$ cat src/rtl/c2f_req_sched_if.sv
// Shared types and the core/ring signal bundle for the C2F remote request scheduler.
package c2f_req_sched_pkg;
  typedef enum logic {OP_RD = 1'b0, OP_WR = 1'b1} t_opcode;
  typedef enum logic [1:0] {S_IDLE, S_PEND, S_WAIT_RSP, S_DONE} t_slot_state;
endpackage

interface c2f_req_sched_if;
  import c2f_req_sched_pkg::*;

  // Core memory stage (Q103H)
  logic [3:0]  ThreadQ103H;
  logic [31:0] AddressQ103H;
  logic [31:0] WrDataQ103H;
  logic        RdEnQ103H;
  logic        WrEnQ103H;
  logic        RemoteQ103H;
  // Ring response side
  logic        C2F_RspStall;
  logic        C2F_RspValidQ502H;
  logic [1:0]  C2F_RspThreadIDQ502H;
  logic [31:0] C2F_RspDataQ502H;
  // Ring request side
  logic        C2F_ReqValidQ500H;
  t_opcode     C2F_ReqOpcodeQ500H;
  logic [1:0]  C2F_ReqThreadIDQ500H;
  logic [31:0] C2F_ReqAddressQ500H;
  logic [31:0] C2F_ReqDataQ500H;
  // Back to core
  logic [3:0]  ThreadFreeze;
  logic        C2F_RspMatchQ104H;
  logic [31:0] C2F_RspDataQ104H;
  logic [3:0]  TimeoutErr;
  logic        SpurRspErr;

  // Scheduler side
  modport slave (
    input  ThreadQ103H, AddressQ103H, WrDataQ103H, RdEnQ103H, WrEnQ103H, RemoteQ103H,
    input  C2F_RspStall, C2F_RspValidQ502H, C2F_RspThreadIDQ502H, C2F_RspDataQ502H,
    output C2F_ReqValidQ500H, C2F_ReqOpcodeQ500H, C2F_ReqThreadIDQ500H,
    output C2F_ReqAddressQ500H, C2F_ReqDataQ500H,
    output ThreadFreeze, C2F_RspMatchQ104H, C2F_RspDataQ104H, TimeoutErr, SpurRspErr
  );

  // Core/ring side
  modport master (
    output ThreadQ103H, AddressQ103H, WrDataQ103H, RdEnQ103H, WrEnQ103H, RemoteQ103H,
    output C2F_RspStall, C2F_RspValidQ502H, C2F_RspThreadIDQ502H, C2F_RspDataQ502H,
    input  C2F_ReqValidQ500H, C2F_ReqOpcodeQ500H, C2F_ReqThreadIDQ500H,
    input  C2F_ReqAddressQ500H, C2F_ReqDataQ500H,
    input  ThreadFreeze, C2F_RspMatchQ104H, C2F_RspDataQ104H, TimeoutErr, SpurRspErr
  );
endinterface

$ cat src/rtl/c2f_req_sched.sv
// Per-thread remote load/store scheduler: captures remote accesses, round-robins them
// onto the C2F ring request port, tracks read responses with timeout, and replays
// read data to the core on the owning thread's next memory-stage slot.
module c2f_req_sched
  import c2f_req_sched_pkg::*;
#(
  parameter int          TIMEOUT_CYC = 1024,
  parameter logic [31:0] TO_DATA     = 32'hDEAD_BEEF,
  parameter int          CNT_W       = $clog2(TIMEOUT_CYC + 1)
) (
  input logic             QClk,
  input logic             RstQnnnH,
  c2f_req_sched_if.slave  bus
);

  logic [3:0]  capture;
  logic [3:0]  rsp_hit;
  logic [3:0]  idle_v;
  logic [3:0]  pend_v;
  logic [3:0]  wait_v;
  logic [3:0]  done_v;
  logic [3:0]  tout_v;
  logic [3:0]  grant;
  logic [3:0]  replay;
  t_opcode     slot_op   [4];
  logic [31:0] slot_addr [4];
  logic [31:0] slot_data [4];

  logic        grant_any;
  logic [1:0]  grant_id;
  logic [1:0]  arb_idx;
  logic [1:0]  rr_q, rr_d;
  logic        spur_q, spur_d;
  logic [31:0] replay_data;

  logic        req_valid_q;
  t_opcode     req_op_q;
  logic [1:0]  req_tid_q;
  logic [31:0] req_addr_q;
  logic [31:0] req_data_q;
  logic        rsp_match_q;
  logic [31:0] rsp_data_q;

  logic        access;
  assign access = (bus.RdEnQ103H | bus.WrEnQ103H) & bus.RemoteQ103H;

  genvar gi;
  generate
    for (gi = 0; gi < 4; gi++) begin : gen_slot
      t_slot_state      state_q, state_d;
      t_opcode          op_q, op_d;
      logic [31:0]      addr_q, addr_d;
      logic [31:0]      data_q, data_d;
      logic [CNT_W-1:0] cnt_q, cnt_d;
      logic             tout_q, tout_d;

      assign capture[gi] = bus.ThreadQ103H[gi] & access;
      assign rsp_hit[gi] = bus.C2F_RspValidQ502H && (bus.C2F_RspThreadIDQ502H == 2'(gi));

      // Slot next state: capture, grant, response/timeout, and replay consumption.
      always_comb begin
        state_d = state_q;
        op_d    = op_q;
        addr_d  = addr_q;
        data_d  = data_q;
        cnt_d   = cnt_q;
        tout_d  = tout_q;
        unique case (state_q)
          S_IDLE: begin
            if (capture[gi]) begin
              state_d = S_PEND;
              op_d    = bus.WrEnQ103H ? OP_WR : OP_RD;
              addr_d  = bus.AddressQ103H;
              data_d  = bus.WrDataQ103H;
            end
          end
          S_PEND: begin
            if (grant[gi]) begin
              if (op_q == OP_RD) begin
                state_d = S_WAIT_RSP;
                cnt_d   = '0;
              end else begin
                state_d = S_IDLE;  // stores are posted
              end
            end
          end
          S_WAIT_RSP: begin
            // A real response beats expiry in the same cycle.
            if (rsp_hit[gi]) begin
              state_d = S_DONE;
              data_d  = bus.C2F_RspDataQ502H;
            end else if (cnt_q == CNT_W'(TIMEOUT_CYC - 1)) begin
              state_d = S_DONE;
              data_d  = TO_DATA;
              tout_d  = 1'b1;
            end else begin
              cnt_d = cnt_q + CNT_W'(1);
            end
          end
          S_DONE: begin
            if (bus.ThreadQ103H[gi]) state_d = S_IDLE;
          end
          default: state_d = S_IDLE;
        endcase
      end

      // Slot state register.
      always_ff @(posedge QClk) begin
        if (RstQnnnH) begin
          state_q <= S_IDLE;
          op_q    <= OP_RD;
          addr_q  <= '0;
          data_q  <= '0;
          cnt_q   <= '0;
          tout_q  <= 1'b0;
        end else begin
          state_q <= state_d;
          op_q    <= op_d;
          addr_q  <= addr_d;
          data_q  <= data_d;
          cnt_q   <= cnt_d;
          tout_q  <= tout_d;
        end
      end

      assign idle_v[gi]    = (state_q == S_IDLE);
      assign pend_v[gi]    = (state_q == S_PEND);
      assign wait_v[gi]    = (state_q == S_WAIT_RSP);
      assign done_v[gi]    = (state_q == S_DONE);
      assign tout_v[gi]    = tout_q;
      assign slot_op[gi]   = op_q;
      assign slot_addr[gi] = addr_q;
      assign slot_data[gi] = data_q;
    end
  endgenerate

  // Round-robin pick of the first pending slot at/after the pointer, unless the ring stalls.
  always_comb begin
    grant_any = 1'b0;
    grant_id  = rr_q;
    arb_idx   = rr_q;
    if (!bus.C2F_RspStall) begin
      for (int off = 0; off < 4; off++) begin
        arb_idx = rr_q + 2'(off);
        if (!grant_any && pend_v[arb_idx]) begin
          grant_any = 1'b1;
          grant_id  = arb_idx;
        end
      end
    end
    grant = grant_any ? (4'b0001 << grant_id) : 4'b0000;
    rr_d  = grant_any ? grant_id + 2'd1 : rr_q;
  end

  // A response for a thread that is not waiting is dropped and flagged.
  always_comb begin
    spur_d = spur_q;
    if (bus.C2F_RspValidQ502H && !wait_v[bus.C2F_RspThreadIDQ502H]) spur_d = 1'b1;
  end

  // Completed read data is handed back on the owning thread's next slot.
  always_comb begin
    replay      = done_v & bus.ThreadQ103H;
    replay_data = '0;
    for (int i = 0; i < 4; i++) begin
      if (replay[i]) replay_data = replay_data | slot_data[i];
    end
  end

  // Registered ring request, replay output, pointer and sticky spurious flag.
  always_ff @(posedge QClk) begin
    if (RstQnnnH) begin
      rr_q        <= '0;
      spur_q      <= 1'b0;
      req_valid_q <= 1'b0;
      req_op_q    <= OP_RD;
      req_tid_q   <= '0;
      req_addr_q  <= '0;
      req_data_q  <= '0;
      rsp_match_q <= 1'b0;
      rsp_data_q  <= '0;
    end else begin
      rr_q        <= rr_d;
      spur_q      <= spur_d;
      req_valid_q <= grant_any;
      req_op_q    <= grant_any ? slot_op[grant_id]   : OP_RD;
      req_tid_q   <= grant_any ? grant_id            : 2'd0;
      req_addr_q  <= grant_any ? slot_addr[grant_id] : 32'd0;
      req_data_q  <= grant_any ? slot_data[grant_id] : 32'd0;
      rsp_match_q <= |replay;
      rsp_data_q  <= replay_data;
    end
  end

  // A thread issuing a new remote access while its request is still in flight is illegal.
  always_ff @(posedge QClk) begin
    if (!RstQnnnH) assert (!(|(capture & (pend_v | wait_v))));
  end

  assign bus.C2F_ReqValidQ500H    = req_valid_q;
  assign bus.C2F_ReqOpcodeQ500H   = req_op_q;
  assign bus.C2F_ReqThreadIDQ500H = req_tid_q;
  assign bus.C2F_ReqAddressQ500H  = req_addr_q;
  assign bus.C2F_ReqDataQ500H     = req_data_q;
  // Freeze covers the capture cycle itself so the core stalls immediately.
  assign bus.ThreadFreeze         = RstQnnnH ? 4'b0000 : (pend_v | wait_v | (capture & idle_v));
  assign bus.C2F_RspMatchQ104H    = rsp_match_q;
  assign bus.C2F_RspDataQ104H     = rsp_data_q;
  assign bus.TimeoutErr           = tout_v;
  assign bus.SpurRspErr           = spur_q;

endmodule

$ cat src/flat_wrapper.sv
// flat-port wrapper written by rule: the top's interface ports become plain ports
module c2f_req_sched_flat import c2f_req_sched_pkg::*;
#(
  parameter int          TIMEOUT_CYC = 1024,
  parameter logic [31:0] TO_DATA     = 32'hDEAD_BEEF,
  parameter int          CNT_W       = $clog2(TIMEOUT_CYC + 1)
)
  (QClk, RstQnnnH, bus_ThreadQ103H, bus_AddressQ103H, bus_WrDataQ103H, bus_RdEnQ103H, bus_WrEnQ103H, bus_RemoteQ103H, bus_C2F_RspStall, bus_C2F_RspValidQ502H, bus_C2F_RspThreadIDQ502H, bus_C2F_RspDataQ502H, bus_C2F_ReqValidQ500H, bus_C2F_ReqOpcodeQ500H, bus_C2F_ReqThreadIDQ500H, bus_C2F_ReqAddressQ500H, bus_C2F_ReqDataQ500H, bus_ThreadFreeze, bus_C2F_RspMatchQ104H, bus_C2F_RspDataQ104H, bus_TimeoutErr, bus_SpurRspErr);
  c2f_req_sched_if bus_i ();
  input logic QClk;
  input logic RstQnnnH;
  input wire logic [$bits(bus_i.ThreadQ103H)-1:0] bus_ThreadQ103H;
  input wire logic [$bits(bus_i.AddressQ103H)-1:0] bus_AddressQ103H;
  input wire logic [$bits(bus_i.WrDataQ103H)-1:0] bus_WrDataQ103H;
  input wire logic [$bits(bus_i.RdEnQ103H)-1:0] bus_RdEnQ103H;
  input wire logic [$bits(bus_i.WrEnQ103H)-1:0] bus_WrEnQ103H;
  input wire logic [$bits(bus_i.RemoteQ103H)-1:0] bus_RemoteQ103H;
  input wire logic [$bits(bus_i.C2F_RspStall)-1:0] bus_C2F_RspStall;
  input wire logic [$bits(bus_i.C2F_RspValidQ502H)-1:0] bus_C2F_RspValidQ502H;
  input wire logic [$bits(bus_i.C2F_RspThreadIDQ502H)-1:0] bus_C2F_RspThreadIDQ502H;
  input wire logic [$bits(bus_i.C2F_RspDataQ502H)-1:0] bus_C2F_RspDataQ502H;
  output wire logic [$bits(bus_i.C2F_ReqValidQ500H)-1:0] bus_C2F_ReqValidQ500H;
  output wire logic [$bits(bus_i.C2F_ReqOpcodeQ500H)-1:0] bus_C2F_ReqOpcodeQ500H;
  output wire logic [$bits(bus_i.C2F_ReqThreadIDQ500H)-1:0] bus_C2F_ReqThreadIDQ500H;
  output wire logic [$bits(bus_i.C2F_ReqAddressQ500H)-1:0] bus_C2F_ReqAddressQ500H;
  output wire logic [$bits(bus_i.C2F_ReqDataQ500H)-1:0] bus_C2F_ReqDataQ500H;
  output wire logic [$bits(bus_i.ThreadFreeze)-1:0] bus_ThreadFreeze;
  output wire logic [$bits(bus_i.C2F_RspMatchQ104H)-1:0] bus_C2F_RspMatchQ104H;
  output wire logic [$bits(bus_i.C2F_RspDataQ104H)-1:0] bus_C2F_RspDataQ104H;
  output wire logic [$bits(bus_i.TimeoutErr)-1:0] bus_TimeoutErr;
  output wire logic [$bits(bus_i.SpurRspErr)-1:0] bus_SpurRspErr;
  assign bus_i.ThreadQ103H = bus_ThreadQ103H;
  assign bus_i.AddressQ103H = bus_AddressQ103H;
  assign bus_i.WrDataQ103H = bus_WrDataQ103H;
  assign bus_i.RdEnQ103H = bus_RdEnQ103H;
  assign bus_i.WrEnQ103H = bus_WrEnQ103H;
  assign bus_i.RemoteQ103H = bus_RemoteQ103H;
  assign bus_i.C2F_RspStall = bus_C2F_RspStall;
  assign bus_i.C2F_RspValidQ502H = bus_C2F_RspValidQ502H;
  assign bus_i.C2F_RspThreadIDQ502H = bus_C2F_RspThreadIDQ502H;
  assign bus_i.C2F_RspDataQ502H = bus_C2F_RspDataQ502H;
  assign bus_C2F_ReqValidQ500H = bus_i.C2F_ReqValidQ500H;
  assign bus_C2F_ReqOpcodeQ500H = bus_i.C2F_ReqOpcodeQ500H;
  assign bus_C2F_ReqThreadIDQ500H = bus_i.C2F_ReqThreadIDQ500H;
  assign bus_C2F_ReqAddressQ500H = bus_i.C2F_ReqAddressQ500H;
  assign bus_C2F_ReqDataQ500H = bus_i.C2F_ReqDataQ500H;
  assign bus_ThreadFreeze = bus_i.ThreadFreeze;
  assign bus_C2F_RspMatchQ104H = bus_i.C2F_RspMatchQ104H;
  assign bus_C2F_RspDataQ104H = bus_i.C2F_RspDataQ104H;
  assign bus_TimeoutErr = bus_i.TimeoutErr;
  assign bus_SpurRspErr = bus_i.SpurRspErr;
  c2f_req_sched #(.TIMEOUT_CYC(TIMEOUT_CYC), .TO_DATA(TO_DATA), .CNT_W(CNT_W)) u_core (.QClk(QClk), .RstQnnnH(RstQnnnH), .bus(bus_i));
endmodule
$ cat config.mk
export PLATFORM = sky130hd
export DESIGN_NAME = c2f_req_sched_flat
export DESIGN_NICKNAME = d
export VERILOG_FILES = /design/src/rtl/c2f_req_sched_if.sv /design/src/rtl/c2f_req_sched.sv /design/src/flat_wrapper.sv
export SDC_FILE = /design/constraint.sdc
export NUM_CORES = 1
export LEC_CHECK = 0
export ABC_AREA = 1
export ABC_CLOCK_PERIOD_IN_PS = 2900
export CAP_MARGIN = 20
export CORE_MARGIN = 2
export CORE_UTILIZATION = 25
export DETAILED_ROUTE_END_ITERATION = 6
export GPL_TIMING_DRIVEN = 0
export PLACE_DENSITY = 0.39
export SLEW_MARGIN = 20
export SYNTH_ARGS = -nofsm -noshare
export SYNTH_HDL_FRONTEND = slang
export SYNTH_SLANG_ARGS = --single-unit
$ cat constraint.sdc
create_clock -name QClk -period 2.9 [get_ports QClk]
set_clock_uncertainty 0.1 [all_clocks]
set_input_delay 0.435 -clock QClk [delete_from_list [all_inputs] [get_ports QClk]]
set_output_delay 0.435 -clock QClk [all_outputs]
set_load 0.1 [all_outputs]
==> summary.txt <==
STA
  – RSZ-0062 raised after global routing: yes
  – Final Hold Fails: 0
  – Final worst setup slack: 0.0375 ns
  – Fmax: 349 MHz
  – Final setup TNS: 0 ns
  – Fin crit period: around 2.9 ns
  – Max Slew Vio Count: 0
  – Max_slew headroom: 32.1%
  – Worst-margin pin slew: just over 1 ns
  – Fin crit share: slightly below 100%
  – Final setup viols: 0
  – Min Hold Slack: around 0.15 ns

Synthesis
  – Mapped cell area: 19,900 µm²
  – Top FF cell, synth: dfxtp_1
  – Post-synthesis cell count: ~2,600
  – Netlist cell types: 47
  – Syn Area/Cell: 7.73 µm²
  – Seq/Total Area, Yosys: a little over two fifths
  – Syn nets: about 2,700
  – Yosys reg bits: 420
  – Async set-reset flop share out of synthesis: 0%
  – Post-synth EDFFs: 0
  – Yosys warnings: 0

Critical path
  – Slowest cell delay on critical path: around 0.6 ns
  – CP required: around 2.4 ns
  – Crit Path Class: in -> out
  – CP top delay family: buffers and inverters
  – Critical Path, Cell by Cell: clkdlybuf4s50_1 -> clkbuf_2 -> clkbuf_2 -> a21oi_4 -> buf_12
  – CP Max Fanout: 10
  – Worst path slowest cell: clkdlybuf4s50_1
  – Most used cell, CP: clkbuf_2
  – Startpoint Class: primary input
  – CP Buf/Inv Count: 4
  – Worst Path Arrival: between 2 and 2.5 ns
  – CP Capture Type: output port

Routing
  – Drt drc: 2
  – DRT Wirelength: roughly 85 mm
  – Drt pass-1 iters: 7
  – Routed vias/inst: ~5
  – Routed wl met3: ~5 mm
  – Metal-1 WL: between 30 and 40 mm
  – Met2 routed WL: a little under 40 mm
  – Initial detailed-routing violation count: 1,577
  – Wire per inst: 21.6 µm
  – Top layer used by detailed routing: met5
  – Vias: a little under 20,000
  – Post-route ant nets: 0

Global route
  – Initial antenna violation count: 1
  – GRT Overall Usage: between 20% and 30%
  – Vias in the first global route: approximately 19,000
  – Wire length of the first global-routing pass: approximately 120 mm
  – Maximum number of pins on one net before global-route repair: 15
  – Global route overflow: 0

Final layout
  – Layout area overhead: 28.4%
  – N_diodes: 0
  – Layout cells sized above 1: around 14%
  – Filler cell count: about 8,400
  – Nets: roughly 3,000
  – Layout Utilization: 32.4%
  – Post-Layout Cell Count: between 3,000 and 4,000

Floorplan
  – Initial Util: 25.2%
  – I/O pin total: 219
  – Core Footprint: ~79,000 µm²
  – Die area: roughly 80,000 µm²
  – # rows: a little over 100
  – Die X: approximately 290 µm
  – Die Y: 286 µm

CTS
  – # H-tree levels: 2
  – Hold-fix buffers at CTS: 0
  – Total CTS buffers: 53
  – TritonCTS clock tree: built
  – CTS Sinks: 420
  – Clock buffer depth: 3
  – Worst-Skew Late Latency: 0.63 ns
  – CTS clk-pin slew, worst paths: about 0.06 ns
  – Root buffer cell: clkbuf_16

Place
  – Dpl cells: around 3,800
  – Gpl congestion: slightly below 0.9
  – Hpwl dp: 61.4 mm
  – Worst slack, placed: -2.70 ns
  – Port-buffer cells: approximately 220

Power
  – Power per cell area: about 900 nW/µm²
  – Maximum VDD drop: approximately 0.38 mV
  – Leak Pwr: 8.87 nW

Run
  – Max-cap viol count: 0

Run status
  – Status: finished, violations left
  – Violated checks: design-rule violations

Hold path
  – Hold crit path type: in -> reg
==> placed cells by master, fill, tap and decap left out, drive strengths merged <==
| master | n |
|---|---|
| a211oi | 40 |
| a21oi | 460 |
| a221oi | 8 |
| a22oi | 79 |
| a31oi | 26 |
| a41oi | 1 |
| and3b | 1 |
| buf | 69 |
| bufinv | 1 |
| clkbuf | 214 |
| clkdlybuf4s50 | 211 |
| clkinv | 10 |
| dfxtp | 420 |
| dlygate4sd2 | 1 |
| dlymetal6s2s | 1 |
| ha | 28 |
| inv | 313 |
| nand2 | 247 |
| nand3 | 115 |
| nand4 | 12 |
| nor2 | 251 |
| nor3 | 17 |
| nor3b | 9 |
| o211ai | 3 |
| o21a | 1 |
| o21ai | 254 |
| o221ai | 1 |
| o22ai | 73 |
| or2 | 2 |
| or4 | 1 |
| xnor2 | 3 |
| xor2 | 16 |
==> final timing paths <==
check	start	endpoint	slack [ns]	cells past startpoint
setup / recovery	RstQnnnH	bus_ThreadFreeze[3]	0.04	5
hold reg to reg	u_core.gen_slot[0].addr_q[4]	u_core.gen_slot[0].addr_q[4]	0.35	2
setup reg to reg	u_core.gen_slot[1].cnt_q[0]	u_core.gen_slot[1].data_q[6]	0.11	11
hold / removal	bus_C2F_RspValidQ502H	u_core.bus.SpurRspErr	0.15	3
==> sequential cells by signal (all words and copies together) (netlist names), 2 cells and up, named ones only <==
name,cells
u_core.bus.C2F_RspDataQ104H,32
u_core.gen_slot.cnt_q,44
u_core.bus.C2F_ReqAddressQ500H,32
u_core.rr_q,2
u_core.bus.C2F_ReqThreadIDQ500H,2
u_core.gen_slot.state_q,4
u_core.gen_slot.data_q,128
u_core.gen_slot.op_q,4
u_core.gen_slot.tout_q,4
u_core.bus.C2F_ReqDataQ500H,32
u_core.gen_slot.addr_q,128
==> layer usage <==
layer	vias to the layer above	track usage, %
li1	9232	-
met1	9402	27.2
met2	746	32.8
met3	139	3.06
met4	2	6.47
met5	-	0
==> Yosys cell counts, types with 20 or more instances <==
library cell,n,area [µm²]
dfxtp_1,420,8410
a21oi_1,360,1800
inv_1,305,1140
nor2_1,242,908
o21ai_0,232,1160
nand2_1,228,856
clkbuf_1,123,462
a21oi_2,100,876
nand3_1,100,500
o22ai_1,73,457
a22oi_2,50,626
a211oi_1,40,300
a22oi_1,29,218
ha_1,28,350
a31oi_1,26,163
o21ai_1,20,100
==> metrics by stage <==
stage	total power [mW]	cell area, µm²
2_1_floorplan	13.2	19900
3_3_place_gp	16.2	23400
3_5_place_dp	16.3	23400
4_1_cts	23.3	25400
5_1_grt	24.5	25500
6_report	23.4	25500
==> what timing repair did <==
action | in CTS | in global routing
pin swaps | 3 | 6
resized for setup | 101 | 54
endpoints found under the setup margin | 286 | 195
buffers inserted | 0 | 1
==> power breakdown <==
part | leakage [nW] | total [mW] | internal, mW | switching, mW
Clock | 0.866 | 6.67 | 3.93 | 2.74
Combinational | 4.58 | 9.62 | 2.83 | 6.79
Sequential | 3.42 | 7.06 | 6.57 | 0.497
==> kinds of logic after synthesis <==
family	count (synthesis)	share of synthesized area, %
xor+xnor	19	0.837
flops	420	42.3
fa+ha+maj	28	1.76
buf+inv	507	11.2
simple gates	655	14.6
compound gates	946	29.4
==> tightest hold or removal path: stages <==
cell	delay [ns]
clkbuf_1	0.17
nand4_1	0.13
a21oi_1	0.06
==> final cells by class <==
class / count / area (µm²) / share of cell area (%)
clock inverter: 11 / 109 / 0.426
inverter: 313 / 1190 / 4.65
clock buffer: 85 / 1640 / 6.41
buffer: 193 / 1210 / 4.74
sequential: 420 / 8410 / 32.9
timing repair buffer: 218 / 2220 / 8.67
tap: 1050 / 1310 / 5.14
multi-input combinational: 1648 / 9460 / 37.0
Power figures use the tool's default switching activity.
